File: config.mk
export PLATFORM = sky130hd
export DESIGN_NAME = fifo_ctrl
export DESIGN_NICKNAME = d
export VERILOG_FILES = /design/src/rtl/fifo_ctrl.sv
export SDC_FILE = /design/constraint.sdc
export NUM_CORES = 1
export LEC_CHECK = 0
export BUFFER_PORTS_ARGS = -buffer_cell sky130_fd_sc_hd__buf_2
export CORE_MARGIN = 2
export CORE_UTILIZATION = 41
export CTS_BUF_LIST = sky130_fd_sc_hd__clkbuf_8
export DETAILED_ROUTE_END_ITERATION = 10
export PLACE_DENSITY = 0.77
export SLEW_MARGIN = 20
export SYNTH_ARGS = -nofsm -noshare
export SYNTH_HDL_FRONTEND = slang
export SYNTH_SLANG_ARGS = --single-unit
export TNS_END_PERCENT = 20
File: constraint.sdc
create_clock -name clk -period 2.1 [get_ports clk]
set_input_delay 0.21 -clock clk [delete_from_list [all_inputs] [get_ports clk]]
set_output_delay 0.21 -clock clk [all_outputs]
set_load 0.05 [all_outputs]
File: src/rtl/fifo_ctrl.sv
// Single-clock FIFO controller sequencing an external dual-port RAM.
// Optional sticky overflow/underflow flags enabled by FIFO_CTRL_ERR_EN.
module fifo_ctrl #(
  parameter int DATA_WIDTH = 8,
  parameter int RAM_DEPTH  = 16,
  parameter int ADDR_WIDTH = 4
) (
  input  logic                  clk,
  input  logic                  rst_n,
  input  logic                  push,
  input  logic [DATA_WIDTH-1:0] push_data,
  output logic                  push_ready,
  input  logic                  pop,
  output logic                  pop_ready,
  output logic                  pop_valid,
  output logic [DATA_WIDTH-1:0] pop_data,
  output logic                  full,
  output logic                  empty,
  output logic [ADDR_WIDTH:0]   count,
  output logic                  ram_w_en,
  output logic [ADDR_WIDTH-1:0] ram_w_addr,
  output logic [DATA_WIDTH-1:0] ram_w_data,
  output logic                  ram_r_en,
  output logic [ADDR_WIDTH-1:0] ram_r_addr,
  input  logic [DATA_WIDTH-1:0] ram_r_data,
  input  logic                  err_clr,
  output logic                  err_ovf,
  output logic                  err_udf
);

  localparam logic [ADDR_WIDTH-1:0] LAST =
    ADDR_WIDTH'(RAM_DEPTH - 1);
  localparam logic [ADDR_WIDTH:0] DEPTH =
    (ADDR_WIDTH + 1)'(RAM_DEPTH);

  logic [ADDR_WIDTH-1:0] wr_ptr;
  logic [ADDR_WIDTH-1:0] rd_ptr;
  logic [ADDR_WIDTH-1:0] wr_ptr_nx;
  logic [ADDR_WIDTH-1:0] rd_ptr_nx;
  logic [ADDR_WIDTH:0]   count_nx;
  logic                  push_acc;
  logic                  pop_acc;

  assign full       = (count == DEPTH);
  assign empty      = (count == '0);
  assign pop_acc    = pop & ~empty;
  assign push_acc   = push & (~full | pop_acc);
  assign push_ready = ~full | pop;
  assign pop_ready  = ~empty;

  assign ram_w_en   = push_acc;
  assign ram_w_addr = wr_ptr;
  assign ram_w_data = push_data;
  assign ram_r_en   = pop_acc;
  assign ram_r_addr = rd_ptr;
  assign pop_data   = ram_r_data;

  // Pointers wrap at RAM_DEPTH, which need not be a power of two.
  always_comb begin
    wr_ptr_nx = wr_ptr;
    rd_ptr_nx = rd_ptr;
    if (push_acc)
      wr_ptr_nx = (wr_ptr == LAST) ? '0 : wr_ptr + 1'b1;
    if (pop_acc)
      rd_ptr_nx = (rd_ptr == LAST) ? '0 : rd_ptr + 1'b1;
  end

  always_comb begin
    count_nx = count;
    unique case ({push_acc, pop_acc})
      2'b10:   count_nx = count + 1'b1;
      2'b01:   count_nx = count - 1'b1;
      default: count_nx = count;
    endcase
  end

  always_ff @(posedge clk) begin
    if (!rst_n) begin
      wr_ptr    <= '0;
      rd_ptr    <= '0;
      count     <= '0;
      pop_valid <= 1'b0;
    end else begin
      wr_ptr    <= wr_ptr_nx;
      rd_ptr    <= rd_ptr_nx;
      count     <= count_nx;
      pop_valid <= pop_acc;
    end
  end

`ifdef FIFO_CTRL_ERR_EN
  logic ovf_evt;
  logic udf_evt;

  assign ovf_evt = push & ~push_acc;
  assign udf_evt = pop & empty;

  // A fresh event in the clearing cycle keeps the flag set.
  always_ff @(posedge clk) begin
    if (!rst_n) begin
      err_ovf <= 1'b0;
      err_udf <= 1'b0;
    end else begin
      err_ovf <= ovf_evt | (err_ovf & ~err_clr);
      err_udf <= udf_evt | (err_udf & ~err_clr);
    end
  end
`else
  logic err_clr_unused;

  assign err_clr_unused = err_clr;
  assign err_ovf        = 1'b0;
  assign err_udf        = 1'b0;
`endif

endmodule
==> results of run 1 <==
==> power by group through the flow <==
stage               Sequential (µW)  Clock (µW)  Combinational [µW]
floorplan                       614           0                 874
global placement                400           0                1240
detailed placement              403           0                1270
CTS                             399         267                1320
global route                    409         280                1410
finish                          400         260                1320
==> synth_stat cells <==
master,instances,area [µm²]
sky130_fd_sc_hd__buf_4,18,135
sky130_fd_sc_hd__nand2_1,16,60.1
sky130_fd_sc_hd__dfxtp_1,14,280
sky130_fd_sc_hd__nor2_1,8,30.0
sky130_fd_sc_hd__inv_1,7,26.3
sky130_fd_sc_hd__mux2i_1,7,70.1
sky130_fd_sc_hd__a21oi_1,5,25.0
sky130_fd_sc_hd__ha_1,5,62.6
sky130_fd_sc_hd__nand3_1,4,20.0
sky130_fd_sc_hd__o21ai_0,4,20.0
sky130_fd_sc_hd__clkbuf_1,3,11.3
sky130_fd_sc_hd__nand2b_1,3,18.8
sky130_fd_sc_hd__o21ai_1,3,15.0
sky130_fd_sc_hd__or3_1,3,18.8
sky130_fd_sc_hd__a211oi_1,2,15.0
sky130_fd_sc_hd__a311o_1,2,20.0
sky130_fd_sc_hd__inv_2,2,7.51
sky130_fd_sc_hd__nor2b_1,2,12.5
sky130_fd_sc_hd__and2_1,1,6.26
sky130_fd_sc_hd__buf_6,1,11.3
sky130_fd_sc_hd__conb_1,1,3.75
sky130_fd_sc_hd__fa_1,1,20.0
sky130_fd_sc_hd__nand3b_1,1,7.51
sky130_fd_sc_hd__nand4_2,1,12.5
sky130_fd_sc_hd__nor4_1,1,6.26
sky130_fd_sc_hd__nor4b_1,1,8.76
sky130_fd_sc_hd__o211ai_1,1,7.51
sky130_fd_sc_hd__o21a_1,1,7.51
sky130_fd_sc_hd__o21ai_2,1,8.76
sky130_fd_sc_hd__o221a_1,1,11.3
sky130_fd_sc_hd__o2bb2ai_1,1,8.76
sky130_fd_sc_hd__o31ai_4,1,21.3
sky130_fd_sc_hd__or2_2,1,6.26
sky130_fd_sc_hd__or4_1,1,7.51
sky130_fd_sc_hd__or4_4,1,11.3
sky130_fd_sc_hd__xor2_1,1,8.76
==> layout make-up <==
class                   count  area share [%]
multi-input cells          82            51.0
clock buffers               4            4.28
repair buffers             35            16.1
well taps                  30            2.92
inverters                   9            2.82
flip-flops and latches     14            22.9
==> metrics by stage <==
stage / std cells / hold slack [ns] / utilization [%] / power [µW]
6_report: 174 / 0.352 / 53.4 / 1980
5_1_grt: 174 / 0.362 / 53.4 / 2100
4_1_cts: 174 / 0.345 / 53.4 / 1990
3_5_place_dp: 169 / 0.420 / 49.9 / 1670
3_3_place_gp: 169 / 0.420 / 49.9 / 1640
2_1_floorplan: 127 / 0.351 / - / 1490
==> flip-flops by register name, indices dropped and copies added, names as in the netlist <==
register and flops:
ram_r_addr 4, pop_valid 1, ram_w_addr 4, count 5
==> what timing repair did <==
| action | CTS | global route |
|---|---|---|
| setup endpoints to repair | 4 | 4 |
| gates resized for setup | 4 | 1 |
| buffers inserted | 1 | 0 |
| pin swaps | 4 | 0 |
==> worst paths after layout <==
kind	start	endpoint	slack [ns]	depth (start not counted)
max reg2reg	count[1]	count[4]	-0.02	9
max	count[1]	count[4]	-0.02	9
min	rst_n	ram_r_addr[3]	0.35	2
min reg2reg	ram_w_addr[0]	ram_w_addr[0]	0.51	2
==> worst max-delay path: stages (launching register included) <==
cell and delay, ns:
sky130_fd_sc_hd__dfxtp_4 0.35, sky130_fd_sc_hd__nor4_4 0.41, sky130_fd_sc_hd__nand2_8 0.08, sky130_fd_sc_hd__nand2_4 0.09, sky130_fd_sc_hd__inv_4 0.05, sky130_fd_sc_hd__ha_4 0.27, sky130_fd_sc_hd__nand2b_4 0.06, sky130_fd_sc_hd__o2bb2ai_4 0.12
sky130_fd_sc_hd__mux2i_1 0.11, sky130_fd_sc_hd__or4_1 0.45
==> cells by family (layout without fill, tap and decap cells) <==
| logic type | after synthesis | in the layout | share of synthesized area, % |
|---|---|---|---|
| other | 1 | 2 | 0.366 |
| buffers and inverters | 31 | 48 | 18.7 |
| xor gates and xnor gates | 1 | 1 | 0.856 |
| DFF | 14 | 14 | 27.4 |
| muxes | 7 | 7 | 6.85 |
| and+or+nand+nor | 44 | 44 | 22.1 |
| adders and majority gates | 6 | 6 | 8.07 |
| AOI/OAI and AO/OA | 22 | 22 | 15.6 |
==> per-layer routing <==
metal	part of all wire (%)	wire length [µm]	vias up
li1	-	-	449
met3	7.5	169	4
met2	48	1090	30
met4	0.71	16	0
met5	0	0	-
met1	43	977	412
==> placed cells by master (no fill, tap or decap), types with 2 or more instances in the layout <==
cell type / n
sky130_fd_sc_hd__a311o_1: 2
sky130_fd_sc_hd__o21ai_0: 3
sky130_fd_sc_hd__clkbuf_8: 4
sky130_fd_sc_hd__buf_2: 22
sky130_fd_sc_hd__nand2b_1: 2
sky130_fd_sc_hd__conb_1: 2
sky130_fd_sc_hd__a21oi_1: 5
sky130_fd_sc_hd__nor2b_1: 2
sky130_fd_sc_hd__o21ai_1: 4
sky130_fd_sc_hd__dfxtp_2: 2
sky130_fd_sc_hd__buf_4: 13
sky130_fd_sc_hd__inv_2: 2
sky130_fd_sc_hd__inv_1: 6
sky130_fd_sc_hd__dfxtp_1: 9
sky130_fd_sc_hd__or3_1: 3
sky130_fd_sc_hd__nand2_1: 14
sky130_fd_sc_hd__nor2_1: 7
sky130_fd_sc_hd__nand3_1: 4
sky130_fd_sc_hd__dfxtp_4: 3
sky130_fd_sc_hd__mux2i_1: 7
sky130_fd_sc_hd__ha_1: 3
==> reports/qor_table.md, run 1 <==
| Result | Reported | Unit |
|:---|:---|:---|
| Largest buffer count on any clock path | 2 | - |
| Switching part of the total power | 51.2 | % |
| Fraction of power consumed by sequential logic | 20.2 | % |
| Detailed Routing Iterations Pass 1 | 4 | - |
| Effective utilization at floorplan | 42.5 | % |
| Class of the tightest hold or removal check | in -> reg | - |
| Setup violators final | 1 | - |
| Worst VDD drop | 1390 | µV |
| Std-Cell Rows | 18 | - |
| Unrepaired setup endpoints after global routing | yes | - |
| DIE WIDTH | 54.0 | µm |
| Via count of the first global-routing pass | 816 | - |
| Synth-to-Final Area Change | 25.7 | % |
| Cell at the root of the clock tree | sky130_fd_sc_hd__clkbuf_8 | - |
| First-pass GRT wire length | 3.54 | mm |
| Filler cell count | 219 | - |
| Required time of the critical path | 2.22 | ns |
| Maximum frequency from static timing analysis | 0.472 | GHz |
| Number of maximum-capacitance constraint violations | 0 | - |
| Count of distinct cell types in the synthesized netlist | 36 | - |
| Clock power frac | 13.2 | % |
| Worst slack after detailed placement | -0.0436 | ns |
| Met1 Use GR | 18.1 | % |
| FF+latch area | 294 | µm² |
| Met2 Usage GRT | 31.1 | % |
| Routed via count | 895 | - |
| Maximum number of pins on one net before global-route repair | 16 | - |
| Power per Cell Area | 1540 | mW/mm² |
| Die ar. | 0.00291 | mm² |
| Synth Cell Area | 0.00102 | mm² |
| Type of destination of the critical path | register | - |
| Hold Fails Final Rpt | 0 | - |
| Area of all placed cells without fillers | 0.00129 | mm² |
| Result of the run | finished with violations | - |
| Clock tree sinks | 14 | - |
| Tot GR Track Use | 17.0 | % |
| GR Util met3 | 5.83 | % |
| Final Max Tran Viols | 0 | - |
| Post-Route Skew | 0.00221 | ns |
| Leakage power of the design | 0.000611 | µW |
| Final layout net count | 172 | - |
| Startpoint-to-endpoint class of the critical path | reg -> reg | - |
| Violated checks | negative setup slack | - |
| Register bit total from synthesis | 14 | - |
| Area post-placement | 0.00120 | mm² |
| Ratio of cells with drive above 1 in the final layout | 42.4 | % |
| Detailed Route Iter0 Violations | 13 | - |
| Number of input and output port buffers inserted | 23 | - |
| Power share of the combinational group | 66.6 | % |
| Pint | 965 | µW |
| Antenna-violating nets left | 0 | - |
| Maximum level of the CTS H-tree | 1 | - |
| Aggregate negative setup slack | -0.0178 | ns |
| Global placement routability congestion | 0.784 | - |
| Final Cycle Share | 101 | % |
| Time the final worst path needs with I/O delays and setup | 2.12 | ns |
| DPL Wire Length | 1.74 | mm |
| Worst Path Arrival | 2.24 | ns |
| Final setup slack of the worst path | -0.0178 | ns |
| CP Launch Type | register | - |
| Yosys warning total | 0 | - |
| N_diodes | 0 | - |
| Via/cell ratio | 5.14 | - |
| Fraction of the yosys area taken by sequential cells | 27.4 | % |
| Routed wire per std cell | 12.9 | µm |
| Clock Latency Late Sink | 0.24 | ns |
| DRC viols | 0 | - |
| Antenna violations before repair | 0 | - |
| Height of the die | 54.0 | µm |
| Area of combinational cells with multiple inputs | 656 | µm² |
| Number of buffers inserted by hold repair at cts | 0 | - |
| I/O pin count | 59 | - |
| Remaining global-route overflow | 0 | - |
| Number of instances in the synthesized netlist | 126 | - |
| Aggregate routed wire length | 2.25 | mm |
| Switch Pwr | 1010 | µW |
| TritonCTS clock tree | yes | - |
| Busiest layer in global routing | met2 | - |
| Top fanout value on the critical path | 4 | - |
| Syn avg cell area | 8.12 | µm² |
| Std-Cell Core Area | 0.00241 | mm² |
| TritonCTS Buffers | 3 | - |
| Clock Pin Slew Worst Setup and Hold Paths | 0.06 | ns |
(Power assumes the default switching activity.)
==> run 2, diff against run 1 <==
--- a/config.mk
+++ b/config.mk
@@ -7,10 +7,10 @@
 export LEC_CHECK = 0
 export BUFFER_PORTS_ARGS = -buffer_cell sky130_fd_sc_hd__buf_2
 export CORE_MARGIN = 2
-export CORE_UTILIZATION = 41
+export CORE_UTILIZATION = 40
 export CTS_BUF_LIST = sky130_fd_sc_hd__clkbuf_8
 export DETAILED_ROUTE_END_ITERATION = 10
-export PLACE_DENSITY = 0.77
+export PLACE_DENSITY = 0.75
 export SLEW_MARGIN = 20
 export SYNTH_ARGS = -nofsm -noshare
 export SYNTH_HDL_FRONTEND = slang
==> reports/qor_table.md, run 2 (same netlist as run 1, synthesis figures left out) <==
| Result | Reported | Unit | Change |
|:---|:---|:---|:---|
| Aggregate negative setup slack | -0.0226 | ns | -0.00483 ns |
| Switch Pwr | 1010 | µW | -0.17% |
| Detailed Routing Iterations Pass 1 | 4 | - | unchanged |
| First-pass GRT wire length | 3.61 | mm | +1.9% |
| DIE WIDTH | 54.6 | µm | +1.2% |
| Fraction of power consumed by sequential logic | 20.4 | % | +0.2 points |
| FF+latch area | 294 | µm² | unchanged |
| Start of the worst register-to-register path | count[3] | - |  |
| Type of destination of the critical path | register | - |  |
| Origin of the worst min-delay path | rst_n | - |  |
| Ratio of cells with drive above 1 in the final layout | 43.1 | % | +0.69 points |
| N_diodes | 0 | - | unchanged |
| Clock power frac | 13.5 | % | +0.3 points |
| Synth-to-Final Area Change | 26.5 | % |  |
| CP Launch Type | register | - |  |
| Number of input and output port buffers inserted | 23 | - | unchanged |
| Final Cycle Share | 101 | % | +0.23 points |
| I/O pin count | 59 | - | unchanged |
| Clock tree sinks | 14 | - | unchanged |
| Post-Route Skew | 0.00139 | ns | -0.000819 ns |
| Tot GR Track Use | 17.0 | % | -0.082 points |
| Worst slack after detailed placement | -0.122 | ns | -0.0785 ns |
| Height of the die | 54.6 | µm | +1.2% |
| Reg with most FFs | count | - |  |
| Violated checks | negative setup slack | - |  |
| Final layout net count | 172 | - | unchanged |
| Required time of the critical path | 2.22 | ns | about the same |
| Routed via count | 888 | - | -0.78% |
| Startpoint-to-endpoint class of the critical path | reg -> reg | - |  |
| Filler cell count | 226 | - | +3.2% |
| Clock Pin Slew Worst Setup and Hold Paths | 0.06 | ns | about the same |
| Aggregate routed wire length | 2.24 | mm | -0.71% |
| TritonCTS clock tree | yes | - |  |
| Power per Cell Area | 1510 | mW/mm² | -1.7% |
| Leakage power of the design | 0.000615 | µW | +0.69% |
| Result of the run | finished with violations | - |  |
| Clock Latency Late Sink | 0.25 | ns | about the same |
| TritonCTS Buffers | 3 | - | unchanged |
| Area of combinational cells with multiple inputs | 661 | µm² | +0.76% |
| Switching part of the total power | 51.7 | % | +0.45 points |
| Effective utilization at floorplan | 41.7 | % | -0.78 points |
| Unrepaired setup endpoints after global routing | yes | - |  |
| Pint | 946 | µW | -2.0% |
| Cell at the root of the clock tree | sky130_fd_sc_hd__clkbuf_8 | - |  |
| Via count of the first global-routing pass | 855 | - | +4.8% |
| Maximum number of pins on one net before global-route repair | 16 | - | unchanged |
| Antenna violations before repair | 0 | - | unchanged |
| Number of buffers inserted by hold repair at cts | 0 | - | unchanged |
| Buffers and inverters on the worst path | 1 | - | unchanged |
| Most used cells in the layout excluding fill and tap cells | 22 x sky130_fd_sc_hd__buf_2, 14 x sky130_fd_sc_hd__nand2_1, 12 x sky130_fd_sc_hd__buf_4 | - |  |
| Final setup slack of the worst path | -0.0226 | ns | -0.00483 ns |
| Maximum level of the CTS H-tree | 1 | - | unchanged |
| Slowest stage cell on the critical path | sky130_fd_sc_hd__or4_1 | - |  |
| Std-Cell Core Area | 0.00245 | mm² | +1.9% |
| Worst VDD drop | 981 | µV | -30% |
| Global placement routability congestion | 0.766 | - | -2.2% |
| DRC viols | 0 | - | unchanged |
| Top fanout value on the critical path | 3 | - | -1 |
| Number of buffers inserted by post-CTS setup repair | 0 | - | -1 |
| Final Non-Filler Cells | 174 | - | unchanged |
| Via/cell ratio | 5.10 | - | -0.78% |
| Slowest stage delay, CP | 0.46 | ns | about the same |
| Detailed Route Iter0 Violations | 16 | - | +3 |
| Routed wire per std cell | 12.8 | µm | -0.71% |
| Hold Fails Final Rpt | 0 | - | unchanged |
| Most common cell after layout, fill and taps aside | sky130_fd_sc_hd__buf_2 | - |  |
| Number of maximum-capacitance constraint violations | 0 | - | unchanged |
| Number of placed instances with taps included | 170 | - | +0.59% |
| Worst setup path startpoint | count[3] | - |  |
| Power share of the combinational group | 66.1 | % | -0.5 points |
| Critical Path, Cell by Cell | nor4_4 -> nand2_8 -> nand2_4 -> inv_4 -> ha_4 -> nand2b_4 -> o2bb2ai_4 -> mux2i_1 -> or4_1 | - |  |
| Final Max Tran Viols | 0 | - | unchanged |
| Std-Cell Rows | 18 | - | unchanged |
| Die ar. | 0.00298 | mm² | +2.3% |
| Maximum frequency from static timing analysis | 0.471 | GHz | -0.23% |
| DPL Wire Length | 1.78 | mm | +2.3% |
| Antenna-violating nets left | 0 | - | unchanged |
| Time the final worst path needs with I/O delays and setup | 2.12 | ns | +0.00483 ns |
| CP top delay family | simple AND/OR/NAND/NOR gates | - |  |
| Setup violators final | 1 | - | unchanged |
| Largest buffer count on any clock path | 2 | - | unchanged |
| Class of the tightest hold or removal check | in -> reg | - |  |
| Remaining global-route overflow | 0 | - | unchanged |
| Setup slack of the most critical reg-to-reg path | -0.02 | ns | about the same |
| Worst Path Arrival | 2.24 | ns | about the same |
| Max FFs per register | 5 | - | unchanged |
[run 2: final cells by class]
type                       instances  share of cell area, %
clock buffer                       4                   4.25
inverter                           9                   2.80
multi-input combinational         82                   51.0
sequential                        14                   22.7
tap                               30                   2.90
timing repair buffer              35                   16.3
[run 2: layer usage]
layer / track usage (%) / up-vias / wire [µm]
met2: 31.5 / 30 / 1130
met3: 6.56 / 3 / 190
li1: - / 448 / -
met4: 5.00 / 0 / 16
met1: 17.2 / 407 / 900
met5: 0 / - / 0
[run 2: final timing paths]
kind                   endpoint  depth (start not counted)
setup / recovery       count[4]                          9
hold / removal    ram_r_addr[3]                          2
setup reg to reg       count[4]                          9
hold reg to reg   ram_w_addr[1]                          2
[run 2: power by group through the flow]
| stage | Sequential [µW] | Combinational (µW) | Clock (µW) |
|---|---|---|---|
| after floorplan | 614 | 874 | 0 |
| after global placement | 399 | 1250 | 0 |
| after detailed placement | 403 | 1270 | 0 |
| after CTS | 399 | 1300 | 275 |
| after global routing | 406 | 1390 | 282 |
| final | 398 | 1290 | 265 |
[run 2: timing repair]
action	CTS	global route
endpoints found under the setup margin	4	4
resized for setup	5	2
pin swaps	3	3
[run 2: metrics by stage]
| step | util (%) | total power, µW | cell area [µm²] | hold slack [ns] |
|---|---|---|---|---|
| floorplan | - | 1490 | 1140 | 0.351 |
| global placement | 49.3 | 1650 | 1210 | 0.420 |
| detailed placement | 49.3 | 1670 | 1210 | 0.420 |
| CTS | 52.4 | 1970 | 1290 | 0.334 |
| global route | 52.8 | 2080 | 1290 | 0.356 |
| finish | 52.8 | 1960 | 1290 | 0.343 |
==> run 3, diff against run 2 <==
--- a/config.mk
+++ b/config.mk
@@ -5,12 +5,13 @@
 export SDC_FILE = /design/constraint.sdc
 export NUM_CORES = 1
 export LEC_CHECK = 0
-export BUFFER_PORTS_ARGS = -buffer_cell sky130_fd_sc_hd__buf_2
+export BUFFER_PORTS_ARGS = -buffer_cell sky130_fd_sc_hd__buf_4
 export CORE_MARGIN = 2
 export CORE_UTILIZATION = 40
 export CTS_BUF_LIST = sky130_fd_sc_hd__clkbuf_8
 export DETAILED_ROUTE_END_ITERATION = 10
 export PLACE_DENSITY = 0.75
+export SKIP_CTS_REPAIR_TIMING = 1
 export SLEW_MARGIN = 20
 export SYNTH_ARGS = -nofsm -noshare
 export SYNTH_HDL_FRONTEND = slang
==> reports/qor_table.md, run 3 (same netlist as run 1, synthesis figures left out) <==
| Result | Reported | Unit | Change |
|:---|:---|:---|:---|
| Result of the run | finished with violations | - |  |
| Violated checks | negative setup slack | - |  |
| First-pass GRT wire length | 3.48 | mm | -3.6% |
| Cell occurring most often along the worst timing path | sky130_fd_sc_hd__nand2_8 | - |  |
| Routed via count | 903 | - | +1.7% |
| Largest buffer count on any clock path | 2 | - | unchanged |
| Setup slack of the most critical reg-to-reg path | -0.04 | ns | about the same |
| Required time of the critical path | 2.22 | ns | about the same |
| Via count of the first global-routing pass | 800 | - | -6.4% |
| Number of placed instances with taps included | 170 | - | unchanged |
| Final layout net count | 173 | - | +0.58% |
| Start of the worst register-to-register path | count[1] | - |  |
| Filler cell count | 234 | - | +3.5% |
| Final setup slack of the worst path | -0.0375 | ns | -0.0149 ns |
| Leakage power of the design | 0.000616 | µW | about the same |
| Most common cell after layout, fill and taps aside | sky130_fd_sc_hd__buf_4 | - |  |
| Reg2Reg Depth | 9 | - | unchanged |
| Global placement routability congestion | 0.833 | - | +8.7% |
| Type of destination of the critical path | register | - |  |
| Synth-to-Final Area Change | 33.9 | % |  |
| Cell at the root of the clock tree | sky130_fd_sc_hd__clkbuf_8 | - |  |
| Routed wire per std cell | 12.9 | µm | +0.36% |
| Slowest stage delay, CP | 0.46 | ns | about the same |
| Startpoint-to-endpoint class of the critical path | reg -> reg | - |  |
| Antenna violations before repair | 0 | - | unchanged |
| TritonCTS Buffers | 3 | - | unchanged |
| Clock Latency Late Sink | 0.25 | ns | about the same |
| Most used cells in the layout excluding fill and tap cells | 36 x sky130_fd_sc_hd__buf_4, 14 x sky130_fd_sc_hd__nand2_1, 9 x sky130_fd_sc_hd__dfxtp_1 | - |  |
| Overall power after layout | 2080 | µW | +6.1% |
| Worst VDD drop | 1210 | µV | +24% |
| Worst hold path endpoint | ram_w_addr[1] | - |  |
| Detailed Routing Iterations Pass 1 | 3 | - | -1 |
| Time the final worst path needs with I/O delays and setup | 2.14 | ns | +0.0149 ns |
| Number of maximum-capacitance constraint violations | 0 | - | unchanged |
| Hold Fails Final Rpt | 0 | - | unchanged |
| Ratio of cells with drive above 1 in the final layout | 42.8 | % | -0.30 points |
| Final Non-Filler Cells | 175 | - | +0.57% |
| Setup violators final | 1 | - | unchanged |
| DRC viols | 0 | - | unchanged |
| Final Hold Slack | 0.299 | ns | -0.0434 ns |
| Slowest stage cell on the critical path | sky130_fd_sc_hd__or4_1 | - |  |
| Maximum number of pins on one net before global-route repair | 16 | - | unchanged |
| Aggregate routed wire length | 2.26 | mm | +0.94% |
| Effective utilization at floorplan | 41.7 | % | unchanged |
| Number of input and output port buffers inserted | 23 | - | unchanged |
| Via/cell ratio | 5.16 | - | +1.1% |
| Critical Path, Cell by Cell | nor4_4 -> nand2_8 -> nand2_8 -> inv_6 -> ha_4 -> nand2b_4 -> o2bb2ai_4 -> mux2i_1 -> or4_1 | - |  |
| Unrepaired setup endpoints after global routing | yes | - |  |
| CP Launch Type | register | - |  |
| Tot GR Track Use | 16.2 | % | -0.76 points |
| Std-Cell Rows | 18 | - | unchanged |
| Height of the die | 54.6 | µm | unchanged |
| Reg-to-Reg End | count[4] | - |  |
| Max FFs per register | 5 | - | unchanged |
| Remaining global-route overflow | 0 | - | unchanged |
| Maximum frequency from static timing analysis | 0.468 | GHz | -0.69% |
| Area of all placed cells without fillers | 0.00137 | mm² | +5.8% |
| Final Max Tran Viols | 0 | - | unchanged |
| TritonCTS clock tree | yes | - |  |
| Area post-placement | 0.00127 | mm² | +4.8% |
| Die ar. | 0.00298 | mm² | unchanged |
| I/O pin count | 59 | - | unchanged |
| DPL Wire Length | 1.80 | mm | +1.0% |
| Std-Cell Core Area | 0.00245 | mm² | unchanged |
| Origin of the worst min-delay path | rst_n | - |  |
| N_diodes | 0 | - | unchanged |
| Post-Route Skew | 0.00404 | ns | +0.00265 ns |
| Clock tree sinks | 14 | - | unchanged |
| Final Cycle Share | 102 | % | +0.71 points |
| Antenna-violating nets left | 0 | - | unchanged |
| Worst Path Arrival | 2.26 | ns | +0.02 ns |
| DIE WIDTH | 54.6 | µm | unchanged |
| Class of the tightest hold or removal check | in -> reg | - |  |
| Cells on Worst Hold Path | 3 | - | +1 |
| Top fanout value on the critical path | 4 | - | +1 |
| Clock Pin Slew Worst Setup and Hold Paths | 0.06 | ns | about the same |
| Maximum level of the CTS H-tree | 1 | - | unchanged |
| Power per Cell Area | 1520 | mW/mm² | +0.31% |
| Detailed Route Iter0 Violations | 6 | - | -10 |
| Post-layout util | 55.8 | % | +3.1 points |
| Reg with most FFs | count | - |  |
## run 3: cell count changes in the layout (fill, tap and decap cells not counted), sizes merged
cell / previous run / this run
buf: 35 / 36
## run 3: how the worst max path moves through the flow
| stage | start | to | slack, ns | cells past startpoint |
|---|---|---|---|---|
| finish | count[1] | count[4] | -0.04 | 9 |
| global route | count[1] | count[4] | -0.14 | 9 |
| CTS | count[3] | count[4] | -0.09 | 9 |
| detailed placement | count[3] | count[4] | -0.07 | 9 |
| global placement | count[3] | count[4] | -0.01 | 9 |
| floorplan | count[3] | count[4] | -0.18 | 9 |
## run 3: layer usage
layer  up-vias  global-route usage (%)  part of all wire (%)
met3         2                    5.19                   7.2
met5         -                       0                     0
met1       421                    18.0                    43
li1        449                       -                     -
met4         0                    4.17                  0.40
met2        31                    29.4                    50
## run 3: through the flow
| step | worst slack (ns) | setup TNS, ns |
|---|---|---|
| after floorplan | -0.182 | -0.182 |
| after global placement | -0.0109 | -0.0109 |
| after detailed placement | -0.0703 | -0.0703 |
| after CTS | -0.0923 | -0.126 |
| after global routing | -0.136 | -0.168 |
| final | -0.0375 | -0.0375 |
## run 3: power breakdown
part	internal (µW)	switching [µW]
combinational	533	878
sequential	337	63.2
clock	166	99.6
total	1040	1040
## run 3: layout make-up
type	instances	area (µm²)	share of cell area (%)
repair buffers	36	270	19.7
inverters	9	38.8	2.83
flip-flops and latches	14	294	21.5
multi-input cells	82	674	49.2
clock buffers	4	55.1	4.02
well taps	30	37.5	2.74
## run 3: worst max-delay path: cells and delay by family, from the launching register on
kind / cells / cell delay (ns)
DFF: 1 / 0.35
muxes: 1 / 0.11
AOI/OAI and AO/OA: 1 / 0.13
adders and majority gates: 1 / 0.27
buffers and inverters: 1 / 0.04
and+or+nand+nor: 5 / 1.11
